[src/rtl/uart16550_axil_tx.sv]
// UART16550 transmit serializer: pops bytes from the TX FIFO and shifts them out
// as start / 5-8 data / optional parity / 1, 1.5 or 2 stop bits, timed by a 16x baud enable.
module uart16550_axil_tx #(
  parameter int OVS = 16
) (
  input  logic       clk,
  input  logic       reset,
  input  logic       baudce,
  input  logic [7:0] fifo_odata,
  input  logic       fifo_empty,
  output logic       fifo_read,
  input  logic [1:0] wls,
  input  logic       stb,
  input  logic       pen,
  input  logic       eps,
  input  logic       sp,
  input  logic       bc,
  output logic       txd,
  output logic       thre,
  output logic       temt,
  output logic       busy
);

  localparam int TW = $clog2(OVS);
  localparam logic [TW-1:0] T_ONE  = TW'(1);
  localparam logic [TW-1:0] T_LAST = TW'(OVS - 1);
  localparam logic [TW-1:0] T_HALF = TW'(OVS / 2 - 1);

  typedef enum logic [2:0] {IDLE, START, DATA, PARITY, STOP} state_t;

  state_t        state, state_n;
  logic [TW-1:0] tcnt, tcnt_n;
  logic [2:0]    bcnt, bcnt_n;
  logic [7:0]    shift, shift_n;
  logic [1:0]    l_wls, l_wls_n;
  logic          l_stb, l_stb_n;
  logic          l_pen, l_pen_n;
  logic          par, par_n;
  logic          bit_end;
  logic          line_n;
  logic [7:0]    dmask;
  logic          par_calc;

  // Parity is resolved once, when the byte is popped, over the active bits only.
  always_comb begin
    dmask    = 8'hFF >> (2'd3 - wls);
    par_calc = sp ? ~eps : (eps ? ^(fifo_odata & dmask) : ~^(fifo_odata & dmask));
  end

  always_comb begin
    state_n = state;
    tcnt_n  = tcnt;
    bcnt_n  = bcnt;
    shift_n = shift;
    l_wls_n = l_wls;
    l_stb_n = l_stb;
    l_pen_n = l_pen;
    par_n   = par;
    bit_end = baudce && (tcnt == T_LAST);
    if (state != IDLE && baudce) tcnt_n = tcnt + T_ONE;
    case (state)
      IDLE: begin
        if (!fifo_empty) begin
          state_n = START;
          tcnt_n  = '0;
          bcnt_n  = '0;
          shift_n = fifo_odata;
          l_wls_n = wls;
          l_stb_n = stb;
          l_pen_n = pen;
          par_n   = par_calc;
        end
      end
      START: begin
        if (bit_end) begin
          state_n = DATA;
          bcnt_n  = '0;
        end
      end
      DATA: begin
        if (bit_end) begin
          shift_n = {1'b0, shift[7:1]};
          bcnt_n  = bcnt + 3'd1;
          if (bcnt == {1'b0, l_wls} + 3'd4) begin
            state_n = l_pen ? PARITY : STOP;
            bcnt_n  = '0;
          end
        end
      end
      PARITY: begin
        if (bit_end) begin
          state_n = STOP;
          bcnt_n  = '0;
        end
      end
      STOP: begin
        // bcnt counts completed stop periods; the 1.5-bit case ends halfway through the second.
        if (baudce) begin
          if (l_stb && l_wls == 2'd0 && bcnt == 3'd1 && tcnt == T_HALF) begin
            state_n = IDLE;
            tcnt_n  = '0;
            bcnt_n  = '0;
          end else if (bit_end) begin
            if (!l_stb || bcnt == 3'd1) begin
              state_n = IDLE;
              bcnt_n  = '0;
            end else begin
              bcnt_n = 3'd1;
            end
          end
        end
      end
      default: state_n = IDLE;
    endcase
  end

  always_comb begin
    case (state_n)
      START:   line_n = 1'b0;
      DATA:    line_n = shift_n[0];
      PARITY:  line_n = par_n;
      default: line_n = 1'b1;
    endcase
  end

  always_ff @(posedge clk) begin
    if (reset) begin
      state <= IDLE;
      tcnt  <= '0;
      bcnt  <= '0;
      shift <= '0;
      l_wls <= '0;
      l_stb <= 1'b0;
      l_pen <= 1'b0;
      par   <= 1'b0;
      txd   <= 1'b1;
    end else begin
      state <= state_n;
      tcnt  <= tcnt_n;
      bcnt  <= bcnt_n;
      shift <= shift_n;
      l_wls <= l_wls_n;
      l_stb <= l_stb_n;
      l_pen <= l_pen_n;
      par   <= par_n;
      txd   <= ~bc & line_n;
    end
  end

  // Handshake: fifo_read pops the head in any cycle it is high, and it is only raised while
  // fifo_empty is low; fifo_odata is taken in that same cycle and the FIFO advances afterwards.
  assign fifo_read = !reset && (state == IDLE) && !fifo_empty;
  assign thre      = fifo_empty;
  assign temt      = fifo_empty && (state == IDLE);
  assign busy      = (state != IDLE);

endmodule

[config.mk]
export PLATFORM = sky130hd
export DESIGN_NAME = uart16550_axil_tx
export DESIGN_NICKNAME = d
export VERILOG_FILES = /design/src/rtl/uart16550_axil_tx.sv
export SDC_FILE = /design/constraint.sdc
export NUM_CORES = 1
export LEC_CHECK = 0
export ABC_CLOCK_PERIOD_IN_PS = 2070
export CAP_MARGIN = 20
export CORE_ASPECT_RATIO = 1.5
export CORE_UTILIZATION = 40
export DETAILED_ROUTE_END_ITERATION = 10
export PLACE_DENSITY = 0.76
export SETUP_SLACK_MARGIN = 0.15
export SLEW_MARGIN = 10
export SYNTH_ARGS = -nofsm -noshare
export SYNTH_HDL_FRONTEND = slang
export SYNTH_SLANG_ARGS = --single-unit
[constraint.sdc]
create_clock -name clk -period 2.07 [get_ports clk]
set_input_delay 0.207 -clock clk [delete_from_list [all_inputs] [get_ports clk]]
set_output_delay 0.207 -clock clk [all_outputs]
set_load 0.05 [all_outputs]
==> impl_metrics.toml, run 1 <==
[run_status]
status = "finished, final reports clean"

[timing]
final.setup_skew_ns = 0.00434
rsz0062_at_grt = "yes"
worst_pin_slew_ns = 0.511
fin_ws_ns = 0.0504
hold_violations = 0
fmax_mhz = 495
fin_crit_sh_pct = 97.6
period_needed_ns = 2.02
slew_viol_final = 0
slew_headroom_pct = 65.8
setup-violations-final = 0

[floorplan]
die_x_um = 48.5
initial_utilization_pct = 41.5
rows = 25
io_pins = 24
die-area_um2 = 3480
core_area_um2 = 3130
die_y_um = 71.8

[synthesis]
synth_area_um2 = 1300
avgSynthCellArea_um2 = 7.91
synth_edf_count = 0
synth_top_flop_cell = "dfxtp_1"
postSynthNetCount = 186
synth_seq_area_share_pct = 37.0
ys_warn_count = 0
ys_async_sr_fraction_pct = 0
synth_cell_types = 43
synth_cells = 164
ys_seq_elements = 24

[detailed_routing]
routed_wirelength_um = 3390
ant_nets = 0
num_vias = 1364
vias_per_cell = 5.64
avgRoutedWirePerCell_um = 14.0
drt_iter0_drc = 22
drc_errors = 0
first_pass_iters = 4

[clock_tree]
cts_tree = "done"
cts_hold_buf = 0
cts_buffers = 3
clkLatencyLatePin_ns = 0.26
htreeDepth = 1
cts-root-buf = "clkbuf_8"
clock_path_buffers = 2
clk_pin_slew_worst_paths_ns = 0.08
cts.sink_count = 24

[layout]
final_util_pct = 57.6
n_antenna_cell = 0
nets = 226
syn2layout_area_growth_pct = 38.8
fillers = 292
instances_no_fill = 242
drive_above_1_share_pct = 21.3
stdcell_area_um2 = 1800

[power]
switching_share_pct = 26.3
seqPwrFrac_pct = 50.3
power_mw = 0.985
p_leak_nw = 0.687
power.density_nw_per_um2 = 547
internal_power_mw = 0.726
p_comb_share_pct = 22.8
p_clk_share_pct = 26.9
max-vdd-ir-drop_uv = 441
switchingPower_mw = 0.259

[job]
maxCapViolations = 0

[place]
dp_hpwl_um = 2610
port-buffer-count = 23
place_area_um2 = 1710
dp_slack_ns = -0.177
routabilityCongestion = 0.849
placed_cells = 237

[critical_path]
critPathLaunchType = "flip-flop"
cp-startpoint = "l_wls[1]"
path_buf_inv = 0
arrival_ns = 2.21
reg2reg_from = "l_wls[1]"
crit_chain = "or4b_4 -> nor4_4 -> o21ai_2 -> a211o_1 -> or3_4 -> a21oi_2"
cpLargestDelayFamily = "simple AND/OR/NAND/NOR gates"
crit_fanout = 3
cp_slowest_stage_delay_ns = 0.55
worstSetupPathType = "reg -> reg"
crit_required_ns = 2.26
cpMaxStageDelayCell = "or4b_4"
cp-end-kind = "flip-flop"

[grt]
grt_pass1_wl_um = 5870
grt_pass1_vias = 1388
antenna_found_initial = 0
grt_start_max_net_pins = 14
overflow = 0
grt_use_total_pct = 21.7

[worst_hold_path]
holdCritPathClass = "in -> reg"
min-delay-start = "fifo_odata[7]"
==> power by group through the flow <==
stage / sequential [mW] / combinational, mW / clock, mW
3_5_place_dp: 0.504 / 0.220 / 0
4_1_cts: 0.494 / 0.222 / 0.271
6_report: 0.495 / 0.224 / 0.265
2_1_floorplan: 0.503 / 0.122 / 0
5_1_grt: 0.497 / 0.244 / 0.286
3_3_place_gp: 0.503 / 0.215 / 0
==> kinds of logic after synthesis <==
family,share of synthesized area (%)
fa+ha+maj,2.89
xor+xnor,6.46
mux,0.771
flops,37.0
buf+inv,5.40
simple gates,25.8
compound gates,21.6
==> path summary, 6_finish.rpt <==
kind	to	slack [ns]	cells past startpoint
max reg2reg	bcnt[1]	0.05	6
min reg2reg	l_pen	0.46	2
min	shift[7]	0.35	3
max	bcnt[1]	0.05	6
==> repair_timing <==
action / 4_1_cts / 5_1_grt
gates resized for setup: 10 / 8
endpoints found under the hold margin: 0 / 0
setup endpoints to repair: 5 / 5
pin swaps: 8 / 1
buffers inserted: 2 / 0
==> Yosys cell counts (2+ instances only) <==
library cell | number | area, µm²
o21ai_0 | 4 | 20.0
o31a_1 | 2 | 17.5
xnor2_1 | 6 | 52.6
nor2_1 | 11 | 41.3
a31oi_1 | 2 | 12.5
nand3b_1 | 2 | 15.0
clkbuf_1 | 6 | 22.5
inv_1 | 4 | 15.0
dfxtp_1 | 24 | 480
nor3_1 | 5 | 25.0
a211o_1 | 2 | 17.5
nor4_1 | 2 | 12.5
buf_2 | 2 | 10.0
o21ai_1 | 3 | 15.0
ha_1 | 3 | 37.5
or3_1 | 4 | 25.0
nand2b_1 | 2 | 12.5
a22oi_1 | 6 | 45.0
nand2_1 | 27 | 101
nand3_1 | 6 | 30.0
a21oi_1 | 19 | 95.1
==> worst reg2reg max path, delay by kind of cell, from the launching register on <==
family             cells  cell delay [ns]
DFF                    1             0.33
AOI/OAI and AO/OA      3             0.52
and+or+nand+nor        3             1.12
==> per-layer routing <==
metal	up-vias	share of wire (%)	track usage, %
met5	-	0	0
met4	0	2.5	12.1
met3	10	2.8	3.40
met2	35	56	43.3
met1	663	38	20.6
li1	656	-	-
==> cell type report <==
type,count,area (µm²),share of cell area (%)
inverter,5,18.8,1.04
timing repair buffer,45,405,22.5
sequential,24,483,26.8
multi-input combinational,125,802,44.5
tap,40,50.0,2.78
clock buffer,3,41.3,2.29
==> cell usage in the layout, fill, tap and decap left out, types with 3 or more instances in the layout <==
cell type,count
a22oi_1,6
inv_1,4
o21ai_1,3
dlygate4sd2_1,6
xnor2_1,5
nor3_1,4
clkdlybuf4s50_1,14
dfxtp_1,22
nand2_1,27
nor2_1,11
clkbuf_8,3
a21oi_1,18
buf_4,23
nand3_1,6
o21ai_0,3
or3_1,3
==> registers in the layout (all words and copies together), names as in the netlist <==
register  cells
bcnt          3
l_pen         1
l_stb         1
l_wls         2
par           1
shift         8
state         3
tcnt          4
txd           1
==> metrics by stage <==
step / hold slack, ns / setup TNS, ns
detailed placement: 0.447 / -0.177
finish: 0.352 / 0
floorplan: 0.328 / 0
global route: 0.356 / -0.0232
CTS: 0.347 / 0
global placement: 0.443 / -0.104
Power figures use the tool's default switching activity.
==> run 2, diff against run 1 <==
--- a/config.mk
+++ b/config.mk
@@ -8,3 +8,3 @@
 export ABC_CLOCK_PERIOD_IN_PS = 2070
-export CAP_MARGIN = 20
+export CAP_MARGIN = 10
 export CORE_ASPECT_RATIO = 1.5
==> constraint.sdc (replaced) <==
create_clock -name clk -period 2.07 [get_ports clk]
set_input_delay 0.3105 -clock clk [delete_from_list [all_inputs] [get_ports clk]]
set_output_delay 0.3105 -clock clk [all_outputs]
set_load 0.05 [all_outputs]
==> impl_metrics.toml, run 2 (same netlist as run 1, synthesis figures left out) <==
[floorplan]
rows = 25
die_y_um = 71.8
initial_utilization_pct = 41.5
die_x_um = 48.5
core_area_um2 = 3130
die-area_um2 = 3480
io_pins = 24

[grt]
grt_pass1_vias = 1409
grt_start_max_net_pins = 17
grt_use_total_pct = 21.7
overflow = 0
antenna_found_initial = 0
grt_pass1_wl_um = 5930

[worst_hold_path]
hold_depth = 3
min-delay-start = "fifo_odata[5]"
min_to = "shift[5]"
holdCritPathClass = "in -> reg"

[layout]
reg_top3 = "shift: 8 flops, tcnt: 4 flops"
final_cell_mix = "nand2_1 (27), buf_4 (24), dfxtp_1 (22), a21oi_1 (19), nor2_1 (11)"
layout_commonest_cell = "nand2_1"
largest_reg_flops = 8
regMostFlops = "shift"
syn2layout_area_growth_pct = 39.9
final_util_pct = 58.0
stdcell_area_um2 = 1820
instances_no_fill = 243
drive_above_1_share_pct = 20.2
nets = 227
n_antenna_cell = 0

[critical_path]
critPathLaunchType = "flip-flop"
worstSetupPathType = "reg -> reg"
worst_r2r_path_depth = 6
cp-end-kind = "flip-flop"
reg2reg_to = "bcnt[1]"
cp-startpoint = "l_wls[1]"
cpMaxStageDelayCell = "or4b_4"
arrival_ns = 2.18
crit_fanout = 3
reg2reg_slack_ns = 0.09
cp_slowest_stage_delay_ns = 0.54
crit_chain = "or4b_4 -> nor4_4 -> o21ai_1 -> a211o_1 -> or3_1 -> a21oi_1"
crit_required_ns = 2.27
reg2reg_from = "l_wls[1]"

[detailed_routing]
routed_wirelength_um = 3410
first_pass_iters = 4
ant_nets = 0
drt_iter0_drc = 27
drc_errors = 0
num_vias = 1328
avgRoutedWirePerCell_um = 14.0
vias_per_cell = 5.47

[place]
routabilityCongestion = 0.837
dp_hpwl_um = 2590
dp_slack_ns = -0.262
port-buffer-count = 23
place_area_um2 = 1730
placed_cells = 239

[power]
p_clk_share_pct = 27.4
internal_power_mw = 0.733
switching_share_pct = 26.8
power.density_nw_per_um2 = 552
p_leak_nw = 0.737
switchingPower_mw = 0.269
max-vdd-ir-drop_uv = 368
seqPwrFrac_pct = 49.3
p_comb_share_pct = 23.3

[timing]
period_needed_ns = 1.98
slew_viol_final = 0
slew_headroom_pct = 67.1
rsz0062_at_grt = "yes"
fin_ws_ns = 0.0864
setup-violations-final = 0
final.setup_skew_ns = 0.00777
hold_violations = 0
tns_ns = 0
fin_crit_sh_pct = 95.8
worst_pin_slew_ns = 0.492
fmax_mhz = 504

[job]
maxCapViolations = 0

[clock_tree]
cts_buffers = 3
cts-root-buf = "clkbuf_8"
clock_path_buffers = 2
htreeDepth = 1
cts_tree = "done"
cts.sink_count = 24
clk_pin_slew_worst_paths_ns = 0.08
clkLatencyLatePin_ns = 0.27
cts_hold_buf = 0

[run_status]
status = "finished, final reports clean"
[run 2: metrics by stage]
stage / hold slack (ns) / power (mW)
floorplan: 0.432 / 0.625
global placement: 0.442 / 0.723
detailed placement: 0.453 / 0.731
CTS: 0.460 / 0.996
global route: 0.430 / 1.04
finish: 0.411 / 1.00
[run 2: worst max path at each step]
stage	to	slack, ns	depth (start not counted)
6_report	bcnt[1]	0.09	6
5_1_grt	bcnt[1]	-0.01	6
4_1_cts	bcnt[1]	0.06	6
3_5_place_dp	txd	-0.26	7
3_3_place_gp	txd	-0.21	7
2_1_floorplan	bcnt[1]	0.08	6
[run 2: layout make-up]
| cell class | instances | area [µm²] |
|---|---|---|
| flip-flops and latches | 24 | 483 |
| inverters | 5 | 18.8 |
| multi-input cells | 125 | 788 |
| clock buffers | 3 | 41.3 |
| well taps | 40 | 50.0 |
| fillers | 297 | 1310 |
| repair buffers | 46 | 434 |
[run 2: timing repair]
| action | CTS | global route |
|---|---|---|
| pin swaps | 6 | 5 |
| cloned | 0 | 0 |
| gates resized for setup | 10 | 8 |
| setup endpoints to repair | 3 | 6 |
| setup buffers | 1 | 0 |
[run 2: worst max-delay path, delay by kind of cell (launching register included)]
kind	cells	cell delay, ns
and+or+nand+nor	3	1.07
AOI/OAI and AO/OA	3	0.53
DFF	1	0.33
[run 2: power groups by stage]
stage	combinational (mW)	sequential, mW	clock, mW
final	0.233	0.494	0.274
after global routing	0.249	0.496	0.294
after CTS	0.228	0.493	0.275
after detailed placement	0.227	0.504	0
after global placement	0.221	0.503	0
after floorplan	0.122	0.503	0
[run 2: per-layer routing]
layer	vias to the layer above	global-route usage [%]	routed length, µm
li1	657	-	-
met1	622	21.9	1300
met2	38	42.4	1890
met3	11	2.55	119
met4	0	12.1	102
met5	-	0	0
==> run 3, diff against run 2 <==
ABC_CLOCK_PERIOD_IN_PS = 2000   (was 2070)
PLACE_DENSITY = 0.74   (was 0.76)
clock period = 2 ns   (was 2.07 ns; I/O delays follow)
==> impl_metrics.toml, run 3 (same netlist as run 1, synthesis figures left out) <==
[run_status]
status = "finished, violations left"
violations = "negative setup slack"

[place]
port-buffer-count = 23
dp_hpwl_um = 2730
placed_cells = 244
routabilityCongestion = 0.820
place_area_um2 = 1770

[layout]
seq_area_um2 = 482
drive_above_1_share_pct = 27.1
nets = 234
reg_top3 = "shift: 8 flops, tcnt: 4 flops"
final_util_pct = 60.5
final_cell_mix = "buf_4 (29), nand2_1 (27), dfxtp_1 (23), a21oi_1 (17)"
regMostFlops = "shift"
multiInputGateArea_um2 = 822
n_antenna_cell = 0
syn2layout_area_growth_pct = 45.9
stdcell_area_um2 = 1890
fillers = 279
layout_commonest_cell = "buf_4"
instances_no_fill = 250
largest_reg_flops = 8

[detailed_routing]
drt_iter0_drc = 22
num_vias = 1365
routed_wirelength_um = 3520
first_pass_iters = 4
drc_errors = 0
ant_nets = 0
vias_per_cell = 5.46
avgRoutedWirePerCell_um = 14.1

[timing]
fin_ws_ns = -0.0668
fmax_mhz = 484
rsz0062_at_grt = "yes"
slew_viol_final = 0
fin_crit_sh_pct = 103
period_needed_ns = 2.07
setup-violations-final = 2
final.setup_skew_ns = 0.00181
worst_pin_slew_ns = 0.498
timing.hold.ws_ns = 0.400
slew_headroom_pct = 66.7
hold_violations = 0

[grt]
met2_usage_pct = 45.4
busiest_layer = "met2"
antenna_found_initial = 0
grt_pass1_vias = 1432
overflow = 0
grt_use_total_pct = 22.8
grt_pass1_wl_um = 6110
grtUsageMet3_pct = 2.55
grt_use_met1_pct = 21.4
grt_start_max_net_pins = 21

[critical_path]
worstSetupPathType = "reg -> reg"
crit_chain = "or4b_4 -> nor4_4 -> o21ai_1 -> a211o_1 -> or3_1 -> a21oi_1"
cpMaxStageDelayCell = "or4b_4"
cp_slowest_stage_delay_ns = 0.55
critPathLaunchType = "flip-flop"
arrival_ns = 2.27
crit_required_ns = 2.20
cp-end-kind = "flip-flop"
crit_fanout = 3

[floorplan]
initial_utilization_pct = 41.5
core_area_um2 = 3130
rows = 25
die-area_um2 = 3480
io_pins = 24
die_y_um = 71.8
die_x_um = 48.5

[clock_tree]
cts.sink_count = 24
clkLatencyLatePin_ns = 0.27
cts_tree = "done"
clock_path_buffers = 2
cts_hold_buf = 0
clk_pin_slew_worst_paths_ns = 0.08
cts-root-buf = "clkbuf_8"
htreeDepth = 1
cts_buffers = 3

[worst_hold_path]
holdCritPathClass = "in -> reg"

[power]
max-vdd-ir-drop_uv = 524
power.density_nw_per_um2 = 558
p_leak_nw = 0.752

[job]
maxCapViolations = 0
==> run 3: changes by cell type in the layout (fill, tap and decap cells not counted), moves of 2 or more <==
cell            before  now
buf_6                0    2
buf_4               24   29
o21ai_1              5    3
dlymetal6s2s_1       4    1
dlygate4sd2_1        5    7
a21oi_1             19   17
o21ai_2              0    2
a21oi_2              0    2
==> run 3: power by group <==
| group | switching [mW] | internal (mW) |
|---|---|---|
| registers | 0.0131 | 0.497 |
| clock network | 0.145 | 0.135 |
| logic | 0.123 | 0.143 |
| total | 0.281 | 0.774 |
==> run 3: final timing paths <==
| path | start | depth (start not counted) | slack, ns | to |
|---|---|---|---|---|
| worst max-delay path | l_wls[1] | 6 | -0.07 | bcnt[1] |
| worst min-delay path | wls[0] | 4 | 0.40 | l_wls[0] |
| worst max register to register | l_wls[1] | 6 | -0.07 | bcnt[1] |
| worst min register to register | shift[3] | 2 | 0.46 | shift[3] |
==> run 3: timing repair <==
action | 4_1_cts | 5_1_grt
gates cloned | 0 | 0
gates resized for setup | 23 | 8
setup buffers | 2 | 1
setup endpoints to repair | 6 | 7
pin swaps | 10 | 0
==> run 3: area by class of cell <==
class,instances,share of cell area [%]
timing repair buffer,53,25.3
sequential,24,25.4
tap,40,2.64
clock buffer,3,2.18
inverter,5,0.991
multi-input combinational,125,43.4
==> run 3: per-stage QoR <==
stage                     setup slack (ns)  setup TNS (ns)  power, mW
after global placement              -0.302          -0.694      0.758
after floorplan                     0.0135               0      0.648
after CTS                          -0.0613         -0.0865       1.06
after detailed placement            -0.385           -1.01      0.767
final                              -0.0668          -0.108       1.06
after global routing                -0.122          -0.252       1.11
==> run 3: layer usage <==
metal,vias to the layer above,share of wire (%)
li1,680,-
met1,633,38
met2,43,56
met3,9,3.0
met4,0,3.1
met5,-,0
==> run 3: worst max-delay path: cells and delay by family (launching register included) <==
kind / cells / cell delay, ns
AO/OA/AOI/OAI: 3 / 0.58
flip-flops: 1 / 0.31
AND/OR/NAND/NOR: 3 / 1.12
